===== src/rtl/vga_pkg.sv =====
// Shared definitions for the programmable palette colour path.
//   - default widths and bank count used by palette_ram and palette_lut_ctrl
//   - slot positions of the R, G and B channels inside a packed palette word
//   - gray-ramp helper that gives every palette entry its power-up colour
package vga_pkg;

    localparam int COLOR_W_DEF = 8;
    localparam int IDX_W_DEF   = 4;
    localparam int NBANK_DEF   = 4;
    localparam int BANK_W_DEF  = 2;

    // A palette word is {R,G,B}: channel slot s occupies bits [s*COLOR_W +: COLOR_W].
    localparam int SLOT_R = 2;
    localparam int SLOT_G = 1;
    localparam int SLOT_B = 0;

    // Gray-ramp channel value for entry idx: the index bits are repeated from
    // the channel MSB downwards (replicated when cw > iw, truncated when cw < iw).
    // With cw=8, iw=4 this gives {idx,idx}, so entry 15 is full white.
    // Result sits in the low cw bits; cw must not exceed 32.
    function automatic logic [31:0] gray_chan(input int idx, input int cw, input int iw);
        logic [31:0] v;
        logic [31:0] ib;
        int          p;
        v  = '0;
        ib = idx;
        for (int k = 0; k < cw; k++) begin
            p    = cw - 1 - k;
            v[k] = ib[iw - 1 - (p % iw)];
        end
        return v;
    endfunction

endpackage


===== src/rtl/palette_ram.sv =====
// Palette storage: NBANK banks of 2^IDX_W entries, each a packed {R,G,B} word.
// Ports:
//   clk, rst             clock, asynchronous active-high reset (loads gray ramp)
//   wr_en/wr_bank/wr_idx/wr_rgb
//                        synchronous write port; banks >= NBANK are ignored
//   rd_bank/rd_idx       combinational read address
//   rd_rgb               entry contents before any write on the current edge
module palette_ram
    import vga_pkg::*;
#(
    parameter int COLOR_W = COLOR_W_DEF,
    parameter int IDX_W   = IDX_W_DEF,
    parameter int NBANK   = NBANK_DEF,
    parameter int BANK_W  = BANK_W_DEF
) (
    input  logic                   clk,
    input  logic                   rst,
    input  logic                   wr_en,
    input  logic [BANK_W-1:0]      wr_bank,
    input  logic [IDX_W-1:0]       wr_idx,
    input  logic [3*COLOR_W-1:0]   wr_rgb,
    input  logic [BANK_W-1:0]      rd_bank,
    input  logic [IDX_W-1:0]       rd_idx,
    output logic [3*COLOR_W-1:0]   rd_rgb
);

    localparam int              DEPTH   = 1 << IDX_W;
    localparam logic [BANK_W:0] NBANK_L = (BANK_W + 1)'(NBANK);

    logic [3*COLOR_W-1:0] mem_q [NBANK][DEPTH];
    logic [3*COLOR_W-1:0] mem_d [NBANK][DEPTH];

    function automatic logic [COLOR_W-1:0] gray(input int i);
        logic [31:0] t;
        t = gray_chan(i, COLOR_W, IDX_W);
        return t[COLOR_W-1:0];
    endfunction

    always_comb begin
        mem_d = mem_q;
        if (wr_en && ({1'b0, wr_bank} < NBANK_L)) begin
            mem_d[wr_bank][wr_idx] = wr_rgb;
        end
    end

    always_ff @(posedge clk or posedge rst) begin
        if (rst) begin
            for (int b = 0; b < NBANK; b++) begin
                for (int i = 0; i < DEPTH; i++) begin
                    mem_q[b][i] <= {gray(i), gray(i), gray(i)};
                end
            end
        end else begin
            mem_q <= mem_d;
        end
    end

    // Reads see the registered array, so a same-cycle write is not forwarded.
    assign rd_rgb = mem_q[rd_bank][rd_idx];

endmodule


===== src/rtl/palette_lut_ctrl.sv =====
// Programmable palette lookup between the text/attribute pipeline and the DAC.
// Ports:
//   clk, rst                 pixel clock, asynchronous active-high reset
//   pix_valid, pix_fg, fg, bg
//                            pixel in active area, fg/bg select, colour indices
//   vsync                    one-cycle frame-start pulse; bank switches happen here
//   bank_sel                 requested bank, sampled every cycle into a pending reg
//   wr_en/wr_bank/wr_idx/wr_rgb
//                            CPU palette write port ({R,G,B})
//   R, G, B, rgb_valid       colour out, two cycles after the pixel was presented
//   cur_bank                 bank used by lookups this cycle
module palette_lut_ctrl
    import vga_pkg::*;
#(
    parameter int COLOR_W = COLOR_W_DEF,
    parameter int IDX_W   = IDX_W_DEF,
    parameter int NBANK   = NBANK_DEF,
    parameter int BANK_W  = BANK_W_DEF
) (
    input  logic                   clk,
    input  logic                   rst,
    input  logic                   pix_valid,
    input  logic                   pix_fg,
    input  logic [IDX_W-1:0]       fg,
    input  logic [IDX_W-1:0]       bg,
    input  logic                   vsync,
    input  logic [BANK_W-1:0]      bank_sel,
    input  logic                   wr_en,
    input  logic [BANK_W-1:0]      wr_bank,
    input  logic [IDX_W-1:0]       wr_idx,
    input  logic [3*COLOR_W-1:0]   wr_rgb,
    output logic [COLOR_W-1:0]     R,
    output logic [COLOR_W-1:0]     G,
    output logic [COLOR_W-1:0]     B,
    output logic                   rgb_valid,
    output logic [BANK_W-1:0]      cur_bank
);

    localparam int              RGB_W   = 3 * COLOR_W;
    localparam logic [BANK_W:0] NBANK_L = (BANK_W + 1)'(NBANK);

    logic [IDX_W-1:0]  rd_idx;
    logic [RGB_W-1:0]  rd_rgb;

    logic [BANK_W-1:0] pend_bank_q, pend_bank_d;
    logic [BANK_W-1:0] cur_bank_q,  cur_bank_d;
    logic [RGB_W-1:0]  s1_rgb_q,    s1_rgb_d;
    logic              s1_vld_q,    s1_vld_d;
    logic [RGB_W-1:0]  out_rgb_q,   out_rgb_d;
    logic              out_vld_q,   out_vld_d;

    palette_ram #(
        .COLOR_W (COLOR_W),
        .IDX_W   (IDX_W),
        .NBANK   (NBANK),
        .BANK_W  (BANK_W)
    ) u_ram (
        .clk     (clk),
        .rst     (rst),
        .wr_en   (wr_en),
        .wr_bank (wr_bank),
        .wr_idx  (wr_idx),
        .wr_rgb  (wr_rgb),
        .rd_bank (cur_bank_q),
        .rd_idx  (rd_idx),
        .rd_rgb  (rd_rgb)
    );

    always_comb begin
        rd_idx      = pix_fg ? fg : bg;

        pend_bank_d = bank_sel;
        // cur_bank changes only at the frame boundary, and never to a missing bank,
        // so the RAM read address is always in range.
        cur_bank_d  = cur_bank_q;
        if (vsync && ({1'b0, pend_bank_q} < NBANK_L)) begin
            cur_bank_d = pend_bank_q;
        end

        s1_rgb_d    = rd_rgb;
        s1_vld_d    = pix_valid;

        // Blanking is applied at the output stage so stage 1 stays a plain copy.
        out_vld_d   = s1_vld_q;
        out_rgb_d   = s1_vld_q ? s1_rgb_q : '0;
    end

    always_ff @(posedge clk or posedge rst) begin
        if (rst) begin
            pend_bank_q <= '0;
            cur_bank_q  <= '0;
            s1_rgb_q    <= '0;
            s1_vld_q    <= 1'b0;
            out_rgb_q   <= '0;
            out_vld_q   <= 1'b0;
        end else begin
            pend_bank_q <= pend_bank_d;
            cur_bank_q  <= cur_bank_d;
            s1_rgb_q    <= s1_rgb_d;
            s1_vld_q    <= s1_vld_d;
            out_rgb_q   <= out_rgb_d;
            out_vld_q   <= out_vld_d;
        end
    end

    assign R         = out_rgb_q[SLOT_R*COLOR_W +: COLOR_W];
    assign G         = out_rgb_q[SLOT_G*COLOR_W +: COLOR_W];
    assign B         = out_rgb_q[SLOT_B*COLOR_W +: COLOR_W];
    assign rgb_valid = out_vld_q;
    assign cur_bank  = cur_bank_q;

endmodule


===== config.mk =====
export PLATFORM = sky130hd
export DESIGN_NAME = palette_lut_ctrl
export DESIGN_NICKNAME = d
export VERILOG_FILES = /design/src/rtl/vga_pkg.sv /design/src/rtl/palette_ram.sv /design/src/rtl/palette_lut_ctrl.sv
export SDC_FILE = /design/constraint.sdc
export NUM_CORES = 2
export LEC_CHECK = 0
export ABC_AREA = 0
export CAP_MARGIN = 10
export CORE_UTILIZATION = 44
export CTS_CLUSTER_DIAMETER = 50
export DETAILED_ROUTE_END_ITERATION = 10
export HOLD_SLACK_MARGIN = 0.05
export MAX_ROUTING_LAYER = met4
export SLEW_MARGIN = 20
export SYNTH_ARGS = -nofsm -noshare
export SYNTH_HDL_FRONTEND = slang
export SYNTH_SLANG_ARGS = --single-unit

===== constraint.sdc =====
create_clock -name clk -period 77.8 [get_ports clk]
set_input_delay 15.56 -clock clk [delete_from_list [all_inputs] [get_ports clk]]
set_output_delay 15.56 -clock clk [all_outputs]
set_load 0.05 [all_outputs]

* After elaboration in Yosys (flattened, before gate mapping)
Cells that the tools add are included.
** Storage, ports and cells
- Output and inout port bits :: 27
- Bits in registers :: 1590
- Logic and storage cells :: 95
- Input port bits :: 46
** Cells by class
- Mux-type cells :: 13
- Bitwise gates (word level) :: 4
- Magnitude comparators :: 6
- Reductions and logical operators :: 2
** Operators with widths (number)
- 1536-bit bitwise mux :: 1
- 384-bit two-way mux :: 3
- 384-bit binary-select mux with 2-bit select :: 1
- 384-bit demux with 2-bit select :: 1
- 24-bit binary-select mux with 4-bit select :: 1
- 24-bit demux with 4-bit select :: 1
- 24-bit two-way mux :: 4
- 5-bit >= comparator (second input constant) :: 2
- 4-bit inverter with 5-bit output :: 2
- 3-bit >= comparator (second input constant) :: 2
- 2-bit inverter with 3-bit output :: 2
- 5-bit by 1-bit < comparator with 1-bit output (second input constant) :: 1
- 4-bit two-way mux :: 1
- 3-bit by 1-bit < comparator with 1-bit output (second input constant) :: 1
- 1-bit logical AND :: 2

* Logic depth before layout (Yosys ltp)
- Depth after elaboration :: 8
- Gate-level depth with buffers :: 8
- Depth with buffers taken out :: 5

* By module
Synthesis repeated with hierarchy kept, for this count alone.
** Unflattened totals
- Cells, all modules :: 4592
- Area, all modules :: 72358.1 um^2
** Modules (own cells, without submodules)
- palette_ram :: area each 70740.3 um^2, cells each 4505, times used 1, seq. area each 39397.8 um^2
- palette_lut_ctrl :: area each 1617.8 um^2, cells each 87, times used 1, seq. area each 1351.3 um^2

* Least setup slack after synthesis
Ideal clock, no wire load.
- Path kind :: in2reg
- From :: in wr_bank[0]
- To :: reg u_ram.mem_q[1176] in the netlist's numbering
- Arrival :: 17137 ps
- Required time :: 77672 ps
- Library setup time :: 128 ps
- Setup slack :: 60535 ps
- Cell stages on the path :: 6
- Path buffers :: 3
- Cells stage by stage :: clkbuf_1 -> or3b_2 -> clkbuf_1 -> nor2_1 -> buf_4 -> mux2_1
** On the way
- Word-level cells in the longest chain between the ends :: 6
- Elaborated cells on any way between the ends :: 7
- Classes of those cells :: order compare (2); mux (3); bitwise (1); reduce/logical (1)
** RTL lines
- start, declared :: line palette_lut_ctrl.sv:29 : input logic [BANK_W-1:0] wr_bank,
- 2-bit inverter with 3-bit output (implied by the code) (*) :: line palette_ram.sv:42 : mem_d[wr_bank][wr_idx] = wr_rgb;
- 3-bit >= comparator (implied by the code) / 3-bit by 1-bit < comparator with 1-bit output (equally long branches) :: line palette_ram.sv:42
- 1-bit logical AND (implied by the code) :: line palette_ram.sv:42
- 384-bit two-way mux (implied by the code) :: line palette_ram.sv:42
- 384-bit demux with 2-bit select (*) :: line palette_ram.sv:42
- 1536-bit bitwise mux (*) :: line palette_ram.sv:42
- end signal, assigned by index :: line palette_ram.sv:50 : mem_q[b][i] <= {gray(i), gray(i), gray(i)};
- end signal, assigned :: line palette_ram.sv:54 : mem_q <= mem_d;
- end, declared :: line palette_ram.sv:30 : logic [3*COLOR_W-1:0] mem_q [NBANK][DEPTH];
Every way passes the cells marked *; elsewhere a longest branch is shown, timed or not.
A chain may end at the register's enable or synchronous reset.

==> reports/summary.json <==
{
  "outcome": {"value": "finished clean"},
  "postCtsSetupRepairBufs": {"value": 0},
  "reg2reg_to": {"value": "s1_rgb_q[14]"},
  "maxSlewViolCount": {"value": 0},
  "timing.critical_path.max_delay_family": {"value": "buffers and inverters"},
  "worstPathRequired": {"value": 78660, "unit": "ps"},
  "dp_cells": {"value": 6392},
  "power.static_leakage": {"value": 35.0, "unit": "nW"},
  "crit-reg2reg-launch": {"value": "cur_bank[1]"},
  "area_of_the_die": {"value": 0.165, "unit": "mm2"},
  "synth-compound-area-share": {"value": 0.0153},
  "detail_route.drc_violations": {"value": 0},
  "synthesis_to_finish_area_growth": {"value": 12.5, "unit": "%"},
  "fin_crit": {"value": 18940, "unit": "ps"},
  "synth_top_family_by_area": {"value": "multiplexers"},
  "cts_inserted_buffers": {"value": 182},
  "cell_occurring_most_often_along_the_worst_timing_path": {"value": "sky130_fd_sc_hd__buf_4"},
  "clk_pin_slew_worst_paths": {"value": 60, "unit": "ps"},
  "core": {"value": 0.161, "unit": "mm2"},
  "crit_buf_inv": {"value": 6},
  "post-layout-total-power": {"value": 2.21, "unit": "mW"},
  "io_buffer_count": {"value": 72},
  "global_route_congestion_overflow_total": {"value": 0},
  "first_global_vias": {"value": 41200},
  "timing.slew.headroom": {"value": 0.247},
  "post_synth_and_or_nand_nor_area_fraction": {"value": 0.0163},
  "critPathCapture": {"value": "u_ram.mem_q[153]"},
  "max_cap_viol_count": {"value": 0},
  "grt_max_degree": {"value": 153},
  "place_congestion": {"value": 0.839},
  "synthMuxAreaShare": {"value": 0.376},
  "final.hold.worst_slack": {"value": 478, "unit": "ps"},
  "detail_route.wl_per_cell": {"value": 28.9, "unit": "um"},
  "fin_worst_skew": {"value": 49.3, "unit": "ps"},
  "critPathArrivalTime": {"value": 19800, "unit": "ps"},
  "ys_seq_elements": {"value": 1590},
  "io_pins": {"value": 73},
  "synthesis.nets": {"value": 4525},
  "worstSetupEndpointType": {"value": "asynchronous set/reset pin"},
  "yosys_most_used_dff": {"value": "sky130_fd_sc_hd__dfrtp_1"},
  "post_cts_hold_buffer_count": {"value": 0},
  "cp-start-kind": {"value": "primary input"},
  "cts_resized": {"value": 0},
  "ys_warn_count": {"value": 0},
  "synth_area_per_cell": {"value": 16.0, "unit": "um2"},
  "seqCellArea": {"value": 0.0408, "unit": "mm2"},
  "setup_viol_count_final": {"value": 0},
  "yosysUniqueCellTypes": {"value": 39},
  "post-route-period-util": {"value": 0.243},
  "numClockSinks": {"value": 1590},
  "critical-path-slowest-cell": {"value": "sky130_fd_sc_hd__buf_4"},
  "via_count": {"value": 39500},
  "synth_enable_flop_cells": {"value": 0},
  "drive_above_1_share": {"value": 0.629},
  "floorplan.initialDensity": {"value": 0.445},
  "power_density": {"value": 27.3, "unit": "mW/mm2"},
  "timing.critical_path.slowest_cell_delay": {"value": 810, "unit": "ps"},
  "worstSetupPathType": {"value": "in -> async"},
  "post_synth_inst_count": {"value": 4479},
  "timing.hold.worst.class": {"value": "reg -> reg"},
  "insertion_delay": {"value": 840, "unit": "ps"},
  "multi_input_combinational_cell_area": {"value": 0.0294, "unit": "mm2"},
  "grt_setup_unrepaired": {"value": "false"},
  "finalWorstSetupSlack": {"value": 58860, "unit": "ps"},
  "synth_sequential_area_ratio": {"value": 0.568},
  "yosys.area_share.xor_xnor": {"value": 0},
  "dieHeight": {"value": 406, "unit": "um"},
  "clock_root_buffer_master": {"value": "sky130_fd_sc_hd__clkbuf_16"},
  "ff_to_ff_setup_slack": {"value": 73050, "unit": "ps"},
  "synth-async-reset-ratio": {"value": 1.00},
  "nets": {"value": 4463},
  "routed_wl": {"value": 195000, "unit": "um"},
  "hold_viol_final": {"value": 0},
  "detail_route.iter0.violations": {"value": 2424},
  "tritoncts": {"value": "yes"},
  "initial_antenna_violation_count": {"value": 8},
  "cp-startpoint": {"value": "rst"},
  "floorplan.rows": {"value": 147},
  "global_route_usage_over_all_layers": {"value": 0.250},
  "ir_worst_vdd": {"value": 25.9, "unit": "uV"},
  "critical_path_fanout_max": {"value": 152},
  "pre_cts_slack": {"value": 57870, "unit": "ps"},
  "critical_path_cell_by_cell": {"value": "clkdlybuf4s50_1, inv_8, buf_12, buf_4, buf_4, buf_4"},
  "dpl.hpwl": {"value": 114000, "unit": "um"},
  "tightestPinTransition": {"value": 1130, "unit": "ps"},
  "antenna_left": {"value": 0},
  "synth.cell_area": {"value": 0.0718, "unit": "mm2"},
  "maxClockFrequency": {"value": 0.0528, "unit": "GHz"},
  "final_tns_setup": {"value": 0, "unit": "ps"},
  "post_synth_fa_ha_maj_area_fraction": {"value": 0},
  "detail_route.first_pass.iterations": {"value": 5},
  "worstSetupPathDepth": {"value": 6},
  "final-instance-count-excl-fill": {"value": 6742},
  "die_width": {"value": 406, "unit": "um"},
  "clockBufferDepth": {"value": 3},
  "grt_first_pass_wirelength": {"value": 293000, "unit": "um"},
  "number_of_levels_the_h_tree_was_split_into": {"value": 4},
  "fillerInstances": {"value": 13600},
  "route.detailed.vias_per_inst": {"value": 5.87},
  "reg2regPathDepth": {"value": 7}
}
==> layout by cell type (no fill, tap or decap), drive strengths merged, types with 2 or more instances in the layout <==
cell              n
mux4            384
mux2           1540
nor3b             3
mux2i           100
and4              5
or2               5
o22ai            96
bufinv           11
and2             24
clkbuf          267
nand3            26
nor3             12
clkinvlp          6
nand2           109
buf             142
a21o              2
dfstp           768
inv              15
o21ai            43
clkdlybuf4s50    48
nor2             62
and3b             2
dfrtp           822
nand2b            4
clkinv           45
a311o            23
diode             7
==> power breakdown <==
| part | internal [mW] | total [mW] | switching [mW] |
|---|---|---|---|
| clock | 0.515 | 0.878 | 0.363 |
| sequential | 0.975 | 1.03 | 0.0527 |
| combinational | 0.156 | 0.302 | 0.146 |
| total | 1.65 | 2.21 | 0.562 |
==> Yosys cell counts, drive strengths merged, types with 2 or more instances <==
cell	n	share of area
mux2	1540	0.24
dfrtp	822	0.29
nor3b	3	0.00031
mux4	384	0.12
o22ai	96	0.0084
mux2i	100	0.014
buf	137	0.0091
nand3	26	0.0018
nor2	62	0.0033
o21ai	43	0.0030
and2	24	0.0021
a311o	23	0.0032
nand2b	4	0.00035
and4	5	0.00061
nand2	109	0.0057
nor3	12	0.00084
dfstp	768	0.28
a21o	2	0.00021
clkbuf	300	0.016
and3b	2	0.00024
or2	5	0.00044
==> area by class of cell <==
cell class	instances	area share
Clock buffer	266	0.0655
Multi-Input combinational cell	2451	0.365
Sequential cell	1590	0.505
Antenna cell	7	0.000217
Clock inverter	76	0.0119
Timing Repair Buffer	191	0.0196
Inverter	1	0.000139
Tap cell	2160	0.0335
==> worst reg2reg max path: stages, from the launching register on <==
cell and delay (ps):
sky130_fd_sc_hd__dfrtp_4 810, sky130_fd_sc_hd__buf_12 550, sky130_fd_sc_hd__buf_4 720, sky130_fd_sc_hd__buf_4 860, sky130_fd_sc_hd__mux4_2 510, sky130_fd_sc_hd__o22ai_1 110, sky130_fd_sc_hd__o21ai_0 860, sky130_fd_sc_hd__a311o_1 300
==> flip-flops by register name, summed over array words and instances (netlist names) <==
signal       count
u_ram.mem_q   1536
pend_bank_q      2
cur_bank         2
rgb_valid        1
out_vld_d        1
out_rgb_q       24
s1_rgb_q        24
==> worst min path at each step <==
stage	startpoint	endpoint	depth (start not counted)	slack, ps
floorplan	out_vld_d	rgb_valid	0	420
global placement	u_ram.mem_q[110]	u_ram.mem_q[110]	1	460
detailed placement	pend_bank_q[0]	cur_bank[0]	1	470
CTS	pend_bank_q[1]	cur_bank[1]	1	480
global route	u_ram.mem_q[482]	u_ram.mem_q[482]	1	490
finish	pend_bank_q[1]	cur_bank[1]	1	480
==> cells by family after synthesis <==
| group | after synthesis |
|---|---|
| flip-flops | 1590 |
| AO/OA/AOI/OAI | 169 |
| multiplexers | 2024 |
| AND/OR/NAND/NOR | 258 |
| buffers and inverters | 438 |
==> per-layer routing <==
layer	wire length (um)	global-route usage	vias to the layer above
li1	-	-	16500
met1	93100	0.362	22000
met2	89100	0.370	773
met3	7340	0.0312	242
met4	5360	0.0710	0
met5	0	-	-
==> through the flow <==
stage / instance area [um2] / utilization
3_3_place_gp: 74500 / 0.462
5_1_grt: 80800 / 0.501
4_1_cts: 80700 / 0.500
6_report: 80800 / 0.501
2_1_floorplan: 71800 / -
3_5_place_dp: 74500 / 0.462
Power figures use the tool's default switching activity.
